--- config.mk ---
export PLATFORM = sky130hd
export DESIGN_NAME = ias_fetch_unit
export DESIGN_NICKNAME = d
export VERILOG_FILES = /design/src/rtl/ias_fetch_unit.sv
export SDC_FILE = /design/constraint.sdc
export NUM_CORES = 1
export LEC_CHECK = 0
export ABC_AREA = 1
export CORE_UTILIZATION = 51
export DETAILED_ROUTE_END_ITERATION = 8
export PLACE_DENSITY_LB_ADDON = 0.1
export SLEW_MARGIN = 25
export SYNTH_ARGS = -nofsm -noshare
export SYNTH_HDL_FRONTEND = slang
export SYNTH_SLANG_ARGS = --single-unit
--- constraint.sdc ---
create_clock -name clk -period 4.3 [get_ports clk]
set_clock_uncertainty 0.2 [all_clocks]
set_input_delay 0.43 -clock clk [delete_from_list [all_inputs] [get_ports clk]]
set_output_delay 0.43 -clock clk [all_outputs]
set_load 0.01 [all_outputs]
--- src/rtl/ias_fetch_unit.sv ---
// IAS instruction fetch: reads packed left/right instruction words, buffers the right half in the IBR
// and issues opcode/address pairs over valid/ready. Optional macro SKIP_NOP_EN drops left-half NOPs.
module ias_fetch_unit #(
    parameter int  ADDR_W = 8,
    parameter int  OP_W   = 8,
    localparam int WORD_W = 2 * (OP_W + ADDR_W)
) (
    input  logic              clk,
    input  logic              reset,
    output logic              mem_req,
    output logic [ADDR_W-1:0] mem_addr,
    input  logic              mem_ack,
    input  logic [WORD_W-1:0] mem_rdata,
    output logic              issue_valid,
    input  logic              issue_ready,
    output logic [OP_W-1:0]   opcode,
    output logic [ADDR_W-1:0] address,
    output logic              issue_right,
    output logic [ADDR_W-1:0] pc_out,
    input  logic              branch_valid,
    input  logic [ADDR_W-1:0] branch_target,
    input  logic              branch_right,
    output logic [1:0]        dbg_state
);

    // Handshake: an instruction transfers on a rising edge where issue_valid && issue_ready;
    // while valid is high and ready is low, opcode/address/issue_right/pc_out hold stable.
    typedef enum logic [1:0] {
        IDLE  = 2'd0,
        FETCH = 2'd1,
        LEFT  = 2'd2,
        RIGHT = 2'd3
    } state_t;

    state_t            state, state_d;
    logic [ADDR_W-1:0] pc;
    logic [OP_W-1:0]   ibr_op;
    logic [ADDR_W-1:0] ibr_addr;
    logic              start_right;
    logic              handshake;
    logic              skip_left;
    logic              take_right_first;

    logic [OP_W-1:0]   l_op, r_op;
    logic [ADDR_W-1:0] l_addr, r_addr;

    assign l_op   = mem_rdata[WORD_W-1 -: OP_W];
    assign l_addr = mem_rdata[OP_W+2*ADDR_W-1 -: ADDR_W];
    assign r_op   = mem_rdata[OP_W+ADDR_W-1 -: OP_W];
    assign r_addr = mem_rdata[ADDR_W-1:0];

`ifdef SKIP_NOP_EN
    assign skip_left = (l_op == '0);
`else
    assign skip_left = 1'b0;
`endif

    assign take_right_first = start_right | skip_left;
    assign mem_req          = (state == FETCH);
    assign mem_addr         = pc;
    assign issue_valid      = (state == LEFT) || (state == RIGHT);
    assign handshake        = issue_valid & issue_ready;
    assign dbg_state        = state;

    always_comb begin
        state_d = state;
        case (state)
            IDLE:    state_d = FETCH;
            FETCH:   if (mem_ack) state_d = take_right_first ? RIGHT : LEFT;
            LEFT:    if (handshake) state_d = RIGHT;
            RIGHT:   if (handshake) state_d = FETCH;
            default: state_d = IDLE;
        endcase
        // A redirect overrides everything, including a same-cycle ack or handshake.
        if (branch_valid) state_d = FETCH;
    end

    always_ff @(posedge clk or posedge reset) begin
        if (reset) begin
            state       <= IDLE;
            pc          <= '0;
            ibr_op      <= '0;
            ibr_addr    <= '0;
            start_right <= 1'b0;
            opcode      <= '0;
            address     <= '0;
            issue_right <= 1'b0;
            pc_out      <= '0;
        end else begin
            state <= state_d;
            if (branch_valid) begin
                pc          <= branch_target;
                start_right <= branch_right;
                ibr_op      <= '0;
                ibr_addr    <= '0;
            end else begin
                case (state)
                    FETCH: begin
                        if (mem_ack) begin
                            pc_out      <= pc;
                            pc          <= pc + 1'b1;
                            ibr_op      <= r_op;
                            ibr_addr    <= r_addr;
                            start_right <= 1'b0;
                            if (take_right_first) begin
                                opcode      <= r_op;
                                address     <= r_addr;
                                issue_right <= 1'b1;
                            end else begin
                                opcode      <= l_op;
                                address     <= l_addr;
                                issue_right <= 1'b0;
                            end
                        end
                    end
                    LEFT: begin
                        if (handshake) begin
                            opcode      <= ibr_op;
                            address     <= ibr_addr;
                            issue_right <= 1'b1;
                        end
                    end
                    default: ;
                endcase
            end
        end
    end

endmodule
# Word level (Yosys, flattened, before mapping)
# Cells that the tools add are included.
op_classes:
  eq_ne: 8
  reduce_logical: 9
  addsub: 1
  n_mux: 30
  n_bitwise: 2
op_table:
  columns: ["op", "count"]
  rows:
  - ["$mux W8", 15]
  - ["$pmux W8 S2", 2]
  - ["$add A8 B1 Y8 const B", 1]
  - ["$mux W2", 4]
  - ["$pmux W2 S4", 1]
  - ["$mux W1", 7]
  - ["$ne A3 B3 Y1 const B", 2]
  - ["$reduce_and A3 Y1", 2]
  - ["$reduce_bool A2 Y1", 3]
  - ["$eq A2 B2 Y1 const B", 2]
  - ["$reduce_and A4 Y1", 1]
  - ["$ne A3 B1 Y1 const B", 1]
  - ["$eq A2 B1 Y1 const B", 1]
  - ["$logic_not A2 Y1", 1]
  - ["$ne A2 B1 Y1 const B", 1]
  - ["$ne A2 B2 Y1 const B", 1]
  - ["$pmux W1 S2", 1]
  - ["$reduce_and A2 Y1", 1]
  - ["$and A1 B1 Y1", 1]
  - ["$logic_or A1 B1 Y1", 1]
  - ["$not A1 Y1", 1]
totals:
  out_inout_bits: 37
  elab_cells: 59
  in_bits: 46
  ff_bits: 52

# Longest topological paths before layout
# Gate-level depths: netlist of the first run.
logic_depth:
  word_depth: 6
  ltp_mapped: 9
  ltp_nobuf: 8

# Worst setup path after synthesis of the first run
# Ideal clock, no wire load.
synth_timing:
  path_type: "register to register"
  start: "register state[1], in the netlist dbg_state[1]"
  end: "register pc_out[1]"
  arrival_ps: 1449
  slack_ps: 2526
  setup_time_ps: 125
  path_buffers: 1
  synth_period_minus_slack_ps: 1774
  required_time_ps: 3975
  path_stages_with_launch: 8
  path_cell_list: "dfrtp_1 > inv_1 > ha_1 > nand2_1 > inv_1 > nand2_1 > buf_2 > mux2_2"
synth_between:
  elab_chain_cells: 2
synth_lines:
  columns: ["element", "line", "text"]
  rows:
  - ["from (decl)", "35", "state_t state, state_d;"]
  - ["from (signal assigned)", "90", "state <= state_d;"]
  - ["$eq A2 B1 Y1", null, null]
  - ["named net mem_req", "10", "output logic mem_req,"]
  - ["$reduce_and A3 Y1 (no line)", null, null]
  - ["to (signal assigned)", "100", "pc_out <= pc;"]
  - ["to (decl)", "19", "output logic [ADDR_W-1:0] pc_out,"]
# The timed path passes the listed nets, and every way through them passes these cells.
# A chain may end at the register's enable or synchronous reset.

# Worst setup path in the final report of the first run
layout_timing:
  start: "register state[0], in the netlist dbg_state[0]"
  end: "output issue_valid"
layout_between:
  elab_chain_cells: 2
  elab_cells_between_ends: 3
  cone_classes: "eq/ne: 2; reduce/logical: 1"
layout_lines:
  columns: ["element", "line", "text"]
  rows:
  - ["$eq A2 B2 Y1", "61", "assign issue_valid = (state == LEFT) || (state == RIGHT);"]
  - ["$logic_or A1 B1 Y1 (*)", "61", null]
  - ["to (decl)", "14", "output logic issue_valid,"]
# Every way passes the cells marked *; elsewhere a longest branch is shown, timed or not.

==> flow_summary.json, run 1 <==
{
  "layout_commonest_cell": "nand2_1",
  "nNetsFinal": 463,
  "die-width_um": 74.95,
  "cts_made_buffers": 5,
  "grt_use_total": 0.2443,
  "finalCritPeriodShare": 0.6759,
  "wl_um": 6347,
  "rows": 26,
  "power_leakage_uw": 0.001688,
  "port_buffers": 82,
  "cts.sinks": 52,
  "drc": 0,
  "ctsHoldBuffers": 0,
  "regToRegStartpoint": "dbg_state[0]$_DFFE_PP0P_",
  "hpwlAfterDp_um": 4529,
  "finalHoldViolations": 0,
  "cp.arrival_ps": 2280,
  "intPower_uw": 1431,
  "cts-htree-levels": 2,
  "cap_viol_max_count": 0,
  "synth_largest_area_cell": "dfrtp_1",
  "ir_drop_uv": 291.9,
  "holdPathEnd": "pc_out[3]$_DFFE_PP0P_",
  "yosys-top-cells-area": "dfrtp_1, nand2_1, o21ai_0",
  "dieArea_um2": 5617,
  "drive_above_1_share": 0.07246,
  "drt_iter0_drc": 163,
  "hold_class": "flop to flop",
  "grt_pass1_vias": 2262,
  "cts_root_buf": "clkbuf_8",
  "p_clk_frac": 0.207,
  "via_count": 2470,
  "clk_path_buf_depth": 2,
  "start_kind": "flop",
  "place_congestion": 0.8273,
  "ys_seq_area_frac": 0.4795,
  "core-area_um2": 5107,
  "status": "completed",
  "die_h_um": 74.95,
  "cp-end-kind": "output port",
  "cts_tree": "done",
  "clkLatencyLatePin_ps": 310,
  "p_sw_frac": 0.3482,
  "stdcell_count": 484,
  "io_pins": 83,
  "avgSynthCellArea_um2": 7.959,
  "critPathKind": "flop to output port",
  "pwr-share-seq": 0.353,
  "fmax_ghz": 0.3441,
  "max-slew-margin-rel": 0.4379,
  "vias_per_cell": 5.103,
  "cts_setup_buffers": 0,
  "diodes": 0,
  "dp_cells": 476,
  "r2r_setup_slack_ps": 1680,
  "dr.pass1.iters": 4,
  "synth_cells": 341,
  "clk_pin_slew_ps": 90,
  "initial_core_util": 0.5314,
  "p_per_area_nw_per_um2": 595.7,
  "p_comb_frac": 0.440,
  "area_growth_pct": 35.82,
  "finalCriticalPeriod_ps": 2906,
  "syn_nets": 391,
  "worstHoldStart": "pc_out[3]$_DFFE_PP0P_",
  "holdPathStages": 2,
  "r2r-end": "issue_right$_DFFE_PP0P_",
  "final_cell_mix": "nand2_1, clkdlybuf4s50_1, dfrtp_1",
  "p_switching_uw": 764.7,
  "slew_viol_final": 0,
  "worst_pin_slew_ps": 843.2,
  "cts_resized": 0,
  "setup_viol": 0,
  "wl_per_cell_um": 13.11,
  "synth_cell_type_count": 24,
  "synth-seq-cells": 52,
  "tns_ps": 0,
  "grt_pass1_wl_um": 10320,
  "overflow": 0,
  "worst_ep_required_time_ps": 3670,
  "rr_worst_depth": 8,
  "grt_antenna_before_repair": 0,
  "grt_max_degree": 53,
  "synth_area_um2": 2714,
  "rsz0062_at_grt": "false",
  "path_max_fanout": 24,
  "synth_top_area_share": 0.4795,
  "antenna_left": 0,
  "synth_warnings": 0
}
worst max-delay path, cell delays in order, from the launching register on:
cell and delay [ps]:
dfrtp_1 420, inv_1 90, ha_1 710, nor2_1 140, inv_1 90, clkdlybuf4s50_1 530
synthesized netlist by cell type (all sizes together):
| library cell | count |
|---|---|
| clkbuf | 10 |
| buf | 8 |
| o21ai | 60 |
| inv | 52 |
| a21oi | 1 |
| ha | 4 |
| nor3 | 3 |
| a31oi | 2 |
| clkinv | 2 |
| nand2 | 89 |
| nand3 | 41 |
| mux2 | 3 |
| xnor2 | 1 |
| dfrtp | 52 |
| o211ai | 3 |
| nor2 | 10 |
cell families (layout without fill, tap and decap cells):
group           count (synthesis)  count (layout)  share of synthesized area
simple gates                  143             143                     0.2250
buf+inv                        72             145                     0.1180
compound gates                 66              66                     0.1434
flops                          52              52                     0.4795
fa+ha+maj                       4               4                    0.01844
mux                             3               3                    0.01245
xor+xnor                        1               1                   0.003228
power groups by stage:
stage	Clock [µW]	Combinational, µW	Sequential (µW)
6_report	455	965	775
5_1_grt	477	1080	799
4_1_cts	460	981	776
3_5_place_dp	0	974	782
3_3_place_gp	0	952	779
2_1_floorplan	0	502	826
final cells by class:
| type | instances | area [µm²] |
|---|---|---|
| clock buffers | 5 | 68.82 |
| clock inverters | 3 | 90.09 |
| fillers | 444 | 1421 |
| inverters | 54 | 217.7 |
| multi-input cells | 217 | 1092 |
| flip-flops and latches | 52 | 1301 |
| well taps | 70 | 87.58 |
| repair buffers | 83 | 828.3 |
flip-flops by register name (all words and copies together), names as in the netlist:
name,flops
opcode,8
start_right,1
issue_right,1
dbg_state,2
ibr_addr,8
address,8
mem_addr,8
ibr_op,8
pc_out,8
routing by layer:
metal,global-route usage,part of all wire
met5,0,0
met2,0.4184,0.50
met3,0.05221,0.052
met1,0.3142,0.44
met4,0.06709,0.0095
worst max path at each step:
| stage | start | to | slack (ps) | depth (start not counted) |
|---|---|---|---|---|
| 2_1_floorplan | reset | address[0]$_DFFE_PP0P_ | 2410 | 1 |
| 3_3_place_gp | branch_valid | mem_addr[2]$_DFFE_PP0P_ | 1480 | 6 |
| 6_report | dbg_state[0]$_DFFE_PP0P_ | issue_valid | 1390 | 5 |
| 5_1_grt | dbg_state[0]$_DFFE_PP0P_ | issue_valid | 1230 | 5 |
| 3_5_place_dp | branch_valid | mem_addr[0]$_DFFE_PP0P_ | 1390 | 6 |
| 4_1_cts | dbg_state[0]$_DFFE_PP0P_ | issue_valid | 1360 | 5 |
stage by stage:
| step | worst slack [ps] | cell area (µm²) | total power [µW] | hold WS [ps] | utilization |
|---|---|---|---|---|---|
| global route | 1232 | 3686 | 2352 | 321.7 | 0.7217 |
| CTS | 1358 | 3686 | 2216 | 296.4 | 0.7217 |
| global placement | 1484 | 3525 | 1731 | 267.0 | 0.6901 |
| detailed placement | 1385 | 3527 | 1756 | 274.3 | 0.6906 |
| floorplan | 2412 | 2714 | 1329 | 253.4 | - |
| finish | 1394 | 3686 | 2196 | 292.5 | 0.7217 |
(Power assumes the default switching activity.)
==> run 2, diff against run 1 <==
--- a/config.mk
+++ b/config.mk
@@ -6,7 +6,7 @@
 export NUM_CORES = 1
 export LEC_CHECK = 0
 export ABC_AREA = 1
-export CORE_UTILIZATION = 51
+export CORE_UTILIZATION = 47
 export DETAILED_ROUTE_END_ITERATION = 8
 export PLACE_DENSITY_LB_ADDON = 0.1
 export SLEW_MARGIN = 25
==> constraint.sdc (replaced) <==
create_clock -name clk -period 3.1 [get_ports clk]
set_clock_uncertainty 0.2 [all_clocks]
set_input_delay 0.31 -clock clk [delete_from_list [all_inputs] [get_ports clk]]
set_output_delay 0.31 -clock clk [all_outputs]
set_load 0.01 [all_outputs]
==> run 2 against run 1 <==
Against the previous run: setup slack worse by 600 ps; final cell count grew 1.2%; combinational power rose by 39%; largest power group unchanged.
==> flow_summary.json, run 2 (synthesized netlist as in run 1, its figures left out) <==
{
  "place_congestion": 0.8263,
  "grt_max_degree": 35,
  "critPathKind": "flop to flop",
  "die_h_um": 77.99,
  "met1Wirelength_um": 2836,
  "cp_top_family": "buffers and inverters",
  "timing.final.ws_setup_ps": 795.8,
  "core-area_um2": 5540,
  "ctsHoldBuffers": 0,
  "path_max_fanout": 34,
  "power_leakage_uw": 0.001684,
  "design_area_um2": 3665,
  "grt_antenna_before_repair": 0,
  "overflow": 0,
  "cpPeakStageDelay_ps": 400,
  "initial_core_util": 0.4898,
  "wl_per_cell_um": 12.54,
  "rsz0062_at_grt": "false",
  "tns_ps": 0,
  "clk_pin_slew_ps": 90,
  "area_growth_pct": 35.04,
  "p_clk_frac": 0.162,
  "rows": 27,
  "dr.max_layer_used": "met4",
  "p_sw_frac": 0.3646,
  "intPower_uw": 1829,
  "p_comb_frac": 0.465,
  "route.met2.wl_um": 2878,
  "place_area_um2": 3557,
  "pwr-share-seq": 0.373,
  "wl_met3_um": 338,
  "worst-path-buf-inv": 4,
  "finalCriticalPeriod_ps": 2304,
  "drt_iter0_drc": 128,
  "final_cell_mix": "nand2_1, clkdlybuf4s50_1, dfrtp_1",
  "dr.pass1.iters": 4,
  "dieArea_um2": 6082,
  "crit_path_frequent_cell": "buf_4",
  "drc": 0,
  "drive_above_1_share": 0.07895,
  "antenna_left": 0,
  "cts_setup_buffers": 0,
  "start_kind": "flop",
  "layout_commonest_cell": "nand2_1",
  "cts-htree-levels": 2,
  "cts.sinks": 52,
  "cp.arrival_ps": 2340,
  "p_per_area_nw_per_um2": 785.5,
  "cp_slowest_cell": "dfrtp_1",
  "cts_root_buf": "clkbuf_8",
  "grt_pass1_vias": 2230,
  "io_pins": 83,
  "cp-end-kind": "flop",
  "die-width_um": 77.99,
  "status": "completed",
  "grt_use_total": 0.2159,
  "p_switching_uw": 1050,
  "cap_viol_max_count": 0,
  "clkLatencyLatePin_ps": 310,
  "cts_tree": "done",
  "via_count": 2441,
  "diodes": 0,
  "fill_cells": 493,
  "worst_ep_required_time_ps": 3140,
  "grt_pass1_wl_um": 10210,
  "hold_class": "input pin to async pin",
  "finalHoldViolations": 0,
  "hpwlAfterDp_um": 4512,
  "slew_viol_final": 0,
  "clk_path_buf_depth": 2,
  "multi_input_area_um2": 1092,
  "cts_made_buffers": 5,
  "vias_per_cell": 4.982,
  "ir_drop_uv": 404.2,
  "wl_um": 6143,
  "max-slew-margin-rel": 0.5645,
  "worst_pin_slew_ps": 653.3,
  "post-place-ws_ps": 556.5,
  "cts_resized": 0,
  "setup_viol": 0,
  "finalCritPeriodShare": 0.7433,
  "register_area_um2": 1301,
  "nNetsFinal": 467,
  "fmax_ghz": 0.4340,
  "port_buffers": 82,
  "cp_cell_sequence": "inv_1 -> ha_1 -> buf_4 -> inv_2 -> nor2_1 -> nor3_4 -> buf_4 -> o21ai_0 -> o21ai_1"
}
run 2: final timing paths:
| kind | slack, ps | start | to | cells past startpoint |
|---|---|---|---|---|
| setup / recovery | 800 | dbg_state[0]$_DFFE_PP0P_ | issue_right$_DFFE_PP0P_ | 9 |
| hold / removal | 60 | reset | ibr_op[3]$_DFFE_PP0P_ | 2 |
| setup reg to reg | 800 | dbg_state[0]$_DFFE_PP0P_ | issue_right$_DFFE_PP0P_ | 9 |
| hold reg to reg | 290 | pc_out[6]$_DFFE_PP0P_ | pc_out[6]$_DFFE_PP0P_ | 2 |
| max in group asynchronous | 2060 | reset | address[7]$_DFFE_PP0P_ | 3 |
| min in group clk | 290 | pc_out[6]$_DFFE_PP0P_ | pc_out[6]$_DFFE_PP0P_ | 2 |
run 2: cell type report:
cell class,count,share of cell area
Inverter,54,0.05872
Tap cell,72,0.02458
Clock inverter,2,0.009560
Clock buffer,6,0.01980
Timing Repair Buffer,87,0.2342
Multi-Input combinational cell,217,0.2981
Sequential cell,52,0.3551
run 2: metal layers:
layer  vias up  global-route usage
li1       1229                   -
met1      1129              0.2976
met2        75              0.3372
met3         8             0.04353
met4         0             0.07778
met5         -                   0
run 2: power by group through the flow:
stage	sequential (µW)	clock [µW]	combinational, µW
2_1_floorplan	1150	0	697
3_3_place_gp	1080	0	1330
3_5_place_dp	1080	0	1350
4_1_cts	1080	476	1350
5_1_grt	1100	499	1480
6_report	1070	467	1340
run 2: worst register-to-register path, delay by kind of cell (launching register included):
kind / cells / cell delay, ps
AOI/OAI and AO/OA: 2 / 300
adders and majority gates: 1 / 210
buffers and inverters: 4 / 870
DFF: 1 / 400
and+or+nand+nor: 2 / 260
run 2: through the flow:
| step | power (µW) | utilization | cells | hold WS (ps) |
|---|---|---|---|---|
| after floorplan | 1843 | - | 341 | 231.0 |
| after global placement | 2412 | 0.6421 | 482 | 266.5 |
| after detailed placement | 2437 | 0.6421 | 482 | 274.2 |
| after CTS | 2906 | 0.6615 | 490 | 71.52 |
| after global routing | 3080 | 0.6615 | 490 | 79.38 |
| final | 2879 | 0.6615 | 490 | 57.82 |
==> run 3, diff against run 2 <==
--- a/config.mk
+++ b/config.mk
@@ -6,7 +6,7 @@
 export NUM_CORES = 1
 export LEC_CHECK = 0
 export ABC_AREA = 1
-export CORE_UTILIZATION = 47
+export CORE_UTILIZATION = 42
 export DETAILED_ROUTE_END_ITERATION = 8
 export PLACE_DENSITY_LB_ADDON = 0.1
 export SLEW_MARGIN = 25
==> constraint.sdc (replaced) <==
create_clock -name clk -period 1.88 [get_ports clk]
set_clock_uncertainty 0.2 [all_clocks]
set_input_delay 0.188 -clock clk [delete_from_list [all_inputs] [get_ports clk]]
set_output_delay 0.188 -clock clk [all_outputs]
set_load 0.01 [all_outputs]
==> run 3 against run 2 <==
Against the previous run: utilization is 1.8 points lower; setup slack worse by 750 ps; combinational power is 96% higher; highest routed layer unchanged; die area is 12% higher; largest power group unchanged; final cell count is 4.1% higher; design area is 6.4% higher; sequential power is 64% higher.
==> flow_summary.json, run 3 (synthesized netlist as in run 1, its figures left out) <==
{
  "worst_ep_required_time_ps": 1910,
  "cts-htree-levels": 2,
  "die_h_um": 82.39,
  "intPower_uw": 3204,
  "ir_drop_uv": 733.2,
  "cp_cell_sequence": "buf_4 -> ha_4 -> inv_2 -> nor2_2 -> nor3_4 -> buf_12 -> clkbuf_16 -> nand3_1 -> o21ai_2",
  "timing.final.ws_setup_ps": 42.74,
  "antenna_left": 0,
  "grt_use_total": 0.2041,
  "cts_tree": "done",
  "fmax_ghz": 0.5443,
  "ctsHoldBuffers": 0,
  "slew_viol_final": 0,
  "clk_path_buf_depth": 2,
  "status": "completed",
  "overflow": 0,
  "die-width_um": 82.39,
  "setup_viol": 0,
  "rr_worst_depth": 9,
  "finalHoldViolations": 0,
  "max-slew-margin-rel": 0.7029,
  "area_growth_pct": 43.61,
  "final_cell_mix": "nand2_1, clkdlybuf4s50_1, dfrtp_1",
  "clk_pin_slew_ps": 90,
  "io_pins": 83,
  "p_sw_frac": 0.3682,
  "p_clk_frac": 0.136,
  "wl_um": 6932,
  "place_congestion": 0.8504,
  "cp_top_family": "buffers and inverters",
  "grt_pass1_wl_um": 10470,
  "drive_above_1_share": 0.1356,
  "grt_antenna_before_repair": 0,
  "dr.pass1.iters": 4,
  "hpwlAfterDp_um": 4578,
  "vias_per_cell": 4.896,
  "finalCriticalPeriod_ps": 1837,
  "critPathKind": "flop to flop",
  "cap_viol_max_count": 0,
  "cp-end-kind": "flop",
  "clkLatencyLatePin_ps": 300,
  "r2r_setup_slack_ps": 40,
  "cts_root_buf": "clkbuf_8",
  "cp.depth": 9,
  "via_count": 2497,
  "worst_pin_slew_ps": 445.6,
  "drt_iter0_drc": 168,
  "hold_class": "input pin to async pin",
  "port_buffers": 82,
  "cts_made_buffers": 5,
  "p_comb_frac": 0.518,
  "layout_commonest_cell": "nand2_1",
  "path_max_fanout": 8,
  "dieArea_um2": 6787,
  "power_leakage_uw": 0.001784,
  "rows": 28,
  "cp_slowest_cell": "dfrtp_1",
  "grt_max_degree": 53,
  "initial_core_util": 0.4478,
  "grt_pass1_vias": 2236,
  "drc": 0,
  "p_per_area_nw_per_um2": 1301,
  "worst-path-buf-inv": 4,
  "core-area_um2": 6061,
  "cp.arrival_ps": 1870,
  "finalCritPeriodShare": 0.9773,
  "p_switching_uw": 1867,
  "wl_per_cell_um": 13.59,
  "cts.sinks": 52,
  "post-place-ws_ps": 18.76,
  "cpPeakStageDelay_ps": 420,
  "diodes": 0,
  "start_kind": "flop",
  "holdWs_ps": 36.94,
  "nNetsFinal": 485,
  "pwr-share-seq": 0.346
}
-- run 3: cell count changes in the layout (fill, tap and decap cells not counted), sizes merged --
cell,change
clkinvlp,+2
bufinv,-1
clkdlybuf4s15,+1
clkinv,-2
clkdlybuf4s50,-2
dlygate4sd2,+1
buf,+15
clkbuf,+3
-- run 3: final timing paths --
kind | to | start
worst min-delay path | opcode[3]$_DFFE_PP0P_ | reset
worst max-delay path | address[3]$_DFFE_PP0P_ | dbg_state[0]$_DFFE_PP0P_
min in group clk | mem_addr[3]$_DFFE_PP0P_ | branch_target[3]
worst max register to register | address[3]$_DFFE_PP0P_ | dbg_state[0]$_DFFE_PP0P_
max in group asynchronous | address[4]$_DFFE_PP0P_ | reset
worst min register to register | pc_out[7]$_DFFE_PP0P_ | pc_out[7]$_DFFE_PP0P_
-- run 3: stage by stage --
stage	utilization	TNS, ps	total power [µW]	instances	instance area [µm²]
after global routing	0.6431	-43.94	5444	510	3897
after CTS	0.6224	0	4844	504	3772
after global placement	0.6053	0	4107	496	3669
final	0.6431	0	5071	510	3897
after floorplan	-	0	3039	341	2714
after detailed placement	0.6053	0	4140	496	3669
-- run 3: metal layers --
metal  global-route usage  wire length, µm  vias to the layer above
met5                    0                0                        -
met4              0.06667               97                        0
met3              0.03736              403                        6
met2               0.3058             3073                       68
met1               0.2955             3358                     1156
li1                     -                -                     1267
-- run 3: what timing repair did --
action	in CTS	in global routing
endpoints found under the hold margin	0	0
pin swaps	0	1
endpoints found under the setup margin	2	23
setup buffers	1	1
cloned	0	5
resized for setup	3	10
-- run 3: layout make-up --
cell class / count / area (µm²)
timing repair inverter: 1 / 7.507
multi-input combinational: 217 / 1115
sequential: 52 / 1301
clock buffer: 7 / 96.34
inverter: 54 / 219.0
tap: 75 / 93.84
fill: 537 / 2163
timing repair buffer: 104 / 1065
-- run 3: power by group through the flow --
stage	logic [µW]	registers, µW	clock network (µW)
floorplan	1150	1890	0
global placement	2340	1770	0
detailed placement	2360	1780	0
CTS	2380	1750	711
global route	2900	1800	744
finish	2630	1750	692
-- run 3: tightest hold or removal path, stage by stage --
cell and delay (ps):
clkdlybuf4s50_1 410, inv_2 70, buf_12 260
==> RTL edit 1 (config.mk and constraints of run 2) <==
The parameter `OP_W` goes from 8 to 6.
--- a/src/rtl/ias_fetch_unit.sv
+++ b/src/rtl/ias_fetch_unit.sv
@@ -3,5 +3,5 @@
 module ias_fetch_unit #(
     parameter int  ADDR_W = 8,
-    parameter int  OP_W   = 8,
+    parameter int  OP_W   = 6,
     localparam int WORD_W = 2 * (OP_W + ADDR_W)
 ) (
Ports: changed (resized mem_rdata and opcode); port bits go from 83 to 77. The function was not compared with the original's and may differ.
==> RTL edit 1 against run 2 <==
  * Wire length fell by 6.1%
  * Synthesized area shrank 8.7%
  * Design area shrank 8.7%
  * Clock power decreased by 20%
  * Total power is 9.2% lower
  * Sequential cell count decreased by 4
  * Die area shrank 8.5%
  * Non-clock buffer count decreased by 6
  * Critical path depth decreased by 4
  * Register-to-register slack worse by 0.05 ns
  * Worst setup slack lost 0.31 ns
  * Count of clock-buffer cells in the layout decreased by 1
  * Critical endpoint is now issue_valid
  * Largest power group unchanged
==> RTL edit 1: results <==
export IMPL_status="completed"
export IMPL_antenna_cells=0
export IMPL_crit_path_end="issue_valid"
export IMPL_dieArea_sq_mm=0.00557
export IMPL_timing_setup_critical_path_class="flop to output pin"
export IMPL_ys_flop_type="dfrtp_1"
export IMPL_synth_area_top_cells="dfrtp_1 (48%), nand2_1 (12%), o21ai_0 (6.5%), inv_1 (6.4%), o211ai_1 (5.2%)"
export IMPL_dp_cells=434
export IMPL_multiInputCombCellCount=189
export IMPL_r2r_end="address[6]"
export IMPL_cts_resized=0
export IMPL_tightest_slew_ns=0.765
export IMPL_clock_path_buffers=2
export IMPL_nonClkBufAreaFrac_pct=23.9
export IMPL_cts_buffers=5
export IMPL_slew_viol_final=0
export IMPL_syn_nets=345
export IMPL_drtIter0Drc=163
export IMPL_dp_hpwl_um=4120
export IMPL_clk_share_pct=2.62
export IMPL_gp_congestion=0.845
export IMPL_synthCells=299
export IMPL_grt_max_degree=36
export IMPL_final_nets=417
export IMPL_max_freq_mhz=383
export IMPL_synthArstFlopShare_pct=100
export IMPL_reg2reg_from="dbg_state[0]"
export IMPL_peakVddDrop_uv=621
export IMPL_antenna_found_initial=0
export IMPL_synth_seq_area_share_pct=48.5
export IMPL_portBuffers=76
export IMPL_tns_ns=0
export IMPL_cts_max_level=2
export IMPL_critPathMaxStageDelay_ns=0.56
export IMPL_wl_um=5770
export IMPL_signal_buffers=81
export IMPL_via_per_inst=5.05
export IMPL_clkLatencyLatePin_ns=0.30
export IMPL_vias=2230
export IMPL_critPathSlowestCell="ha_1"
export IMPL_reg2reg_slack_ns=0.75
export IMPL_grt_pass1_wl_um=9350
export IMPL_path_max_fanout=16
export IMPL_r2r_cells=7
export IMPL_grt_pass1_vias=1959
export IMPL_sh_seq_area_pct=35.9
export IMPL_grtUsageTotal_pct=22.0
export IMPL_yosys_top_cells_count="nand2_1 (79), dfrtp_1 (48), inv_1 (42), o21ai_0 (32), nand3_1 (21)"
export IMPL_layout_drive_gt1_share_pct=6.72
export IMPL_n_all_inverters=46
export IMPL_multi_input_area_sq_um=996
export IMPL_p_leak_nw=1.57
export IMPL_cp_data_arrival_time_ns=2.10
export IMPL_maxCapViolations=0
export IMPL_seq_cell_count=48
export IMPL_power_density_mw_per_mm2=781
export IMPL_num_fill_cells=471
export IMPL_place_area_sq_mm=0.00326
export IMPL_synth_cell_types=26
[RTL edit 1: changes by cell type in the layout (fill, tap and decap cells not counted), moves of 3 or more]
cell             before  now
mux2_4                0    3
o211ai_1              3   17
nand2_1              88   79
o21ai_0              45   32
nand3_1              41   21
dfrtp_1              52   48
inv_1                50   41
clkdlybuf4s50_1      82   76
mux2_2                3    0
o22ai_1               0   13
o21ai_2              13    0
[RTL edit 1: per-layer routing]
metal	GRT usage (%)	wire [um]
met3	3.39	272
met4	5.66	40
met1	34.2	2860
met5	0	0
met2	32.0	2600
[RTL edit 1: cells by family (layout without fill, tap and decap cells)]
family	Yosys count	after routing	synth area share (%)
AND/OR/NAND/NOR	113	113	19.3
AO/OA/AOI/OAI	68	68	16.7
buffers and inverters	62	135	11.3
flip-flops	48	48	48.5
adder cells (fa/ha/maj)	4	4	2.02
multiplexers	3	3	1.82
XOR/XNOR	1	1	0.354
[RTL edit 1: where the power goes]
| part | total, W | internal, W | switching (W) |
|---|---|---|---|
| registers | 0.000982 | 0.000840 | 0.000142 |
| clock network | 0.000372 | 0.000158 | 0.000214 |
| logic | 0.00126 | 0.000629 | 0.000630 |
| total | 0.00261 | 0.00163 | 0.000986 |
[RTL edit 1: how the worst min path moves through the flow]
stage | from | cells past startpoint | endpoint | slack (ns)
after floorplan | branch_right | 2 | start_right | 0.23
final | reset | 2 | pc_out[5] | 0.07
after global placement | pc_out[0] | 2 | pc_out[0] | 0.27
after global routing | reset | 2 | pc_out[2] | 0.10
after CTS | reset | 2 | pc_out[2] | 0.07
after detailed placement | pc_out[5] | 2 | pc_out[5] | 0.27
==> RTL edit 2 (config.mk and constraints of run 2) <==
Made on the original files. Add an input register stage for `branch_target`; this delays it by one clock. The other inputs are not delayed to match.
--- a/src/rtl/ias_fetch_unit.sv
+++ b/src/rtl/ias_fetch_unit.sv
@@ -32,4 +32,10 @@
         RIGHT = 2'd3
     } state_t;
+
+    logic [ADDR_W-1:0] branch_target_q;
+
+    always_ff @(posedge clk) begin
+        branch_target_q <= branch_target;
+    end
 
     state_t            state, state_d;
@@ -90,5 +96,5 @@
             state <= state_d;
             if (branch_valid) begin
-                pc          <= branch_target;
+                pc          <= branch_target_q;
                 start_right <= branch_right;
                 ibr_op      <= '0;
Check against the original RTL: not equivalent (Yosys sat finds a counterexample within 4 cycles, from zero or initial values and one cycle with reset high).
==> RTL edit 2 against run 2 <==
  * Design area rose by 5.3%
  * Sequential power up 12%
  * Global-route usage grew 1.3 points
  * Utilization rose by 2.2 points
  * Critical path depth unchanged
  * Wire length increased by 6.3%
  * Synthesized area increased by 3.4%
  * Total power up 9.0%
  * Sequential cell count grew 8
  * Worst setup slack improved by 0.092 ns
  * Count of clock-buffer cells in the layout increased by 5
  * Critical path type unchanged
  * Critical endpoint unchanged
  * Largest cell class unchanged
  * Largest power group unchanged
==> RTL edit 2: results <==
export IMPL_yosys_top_cells_count="nand2_1 (93), o21ai_0 (72), inv_1 (53), dfrtp_1 (52), nand3_1 (23)"
export IMPL_reg2reg_slack_ns=0.89
export IMPL_final_nets=478
export IMPL_path_clk_slew_ns=0.07
export IMPL_status="completed"
export IMPL_drtIter0Drc=154
export IMPL_grtUsageTotal_pct=22.9
export IMPL_gp_congestion=0.892
export IMPL_wl_um=6530
export IMPL_synth_cell_types=22
export IMPL_tightest_slew_ns=0.823
export IMPL_grt_pass1_vias=2377
export IMPL_place_area_sq_mm=0.00366
export IMPL_dp_hpwl_um=4660
export IMPL_synthArstFlopShare_pct=86.7
export IMPL_p_leak_nw=1.77
export IMPL_peakVddDrop_uv=476
export IMPL_via_per_inst=4.97
export IMPL_hold_ws_ns=0.162
export IMPL_clkLatencyLatePin_ns=0.34
export IMPL_synth_seq_area_share_pct=52.1
export IMPL_critPathMaxStageDelay_ns=0.40
export IMPL_syn_nets=397
export IMPL_cts_max_level=3
export IMPL_cts_buffers=9
export IMPL_grt_pass1_wl_um=11000
export IMPL_layout_drive_gt1_share_pct=6.24
-- RTL edit 2: cell count changes after synthesis, moves of 3 or more --
| cell | run 2 | this run |
|---|---|---|
| o21ai_0 | 45 | 72 |
| nand3_1 | 41 | 23 |
| o21ai_2 | 13 | 0 |
| dfxtp_1 | 0 | 8 |
| nand2_1 | 88 | 93 |
| clkbuf_1 | 10 | 7 |
-- RTL edit 2: routing by layer --
layer  track usage [%]  vias to the layer above  part of all wire [%]  routed length, um
met2              34.2                       90                    44               2880
met5                 0                        -                     0                  0
li1                  -                     1256                     -                  -
met1              31.7                     1150                    48               3130
met4              12.0                        0                   1.5                 97
met3              4.02                       13                   6.5                424
-- RTL edit 2: cells by family after synthesis --
logic type	synth area share [%]
and+or+nand+nor	19.4
AOI/OAI and AO/OA	14.3
buffers and inverters	10.9
DFF	52.1
adders and majority gates	1.78
muxes	1.20
xor gates and xnor gates	0.312
-- RTL edit 2: final cells by class --
type	count	area, sq um
Tap cell	72	90.1
Sequential cell	60	1460
Inverter	54	215
Multi-Input combinational cell	217	1040
Timing Repair Buffer	86	851
Clock inverter	5	61.3
Clock buffer	11	141
Fill cell	479	1780
-- RTL edit 2: stage by stage --
step                cells  utilization (%)  setup slack, ns
floorplan             347                -             1.30
global placement      489             64.8            0.718
detailed placement    489             64.8            0.617
CTS                   505             68.4            0.874
global route          505             68.4            0.734
finish                505             68.4            0.888
-- RTL edit 2: worst max-delay path by stage --
stage	startpoint	endpoint	slack (ns)	depth (start not counted)
floorplan	dbg_state[0]	address[0]	1.30	7
global placement	branch_valid	mem_addr[2]	0.72	6
detailed placement	branch_valid	mem_addr[2]	0.62	6
CTS	dbg_state[0]	issue_valid	0.87	5
global route	dbg_state[0]	issue_right	0.73	9
finish	dbg_state[0]	issue_right	0.89	9
-- RTL edit 2: power by group --
group / total (W) / switching (W) / internal (W)
Clock: 0.000702 / 0.000307 / 0.000394
Combinational: 0.00123 / 0.000605 / 0.000627
Sequential: 0.00120 / 0.000179 / 0.00102
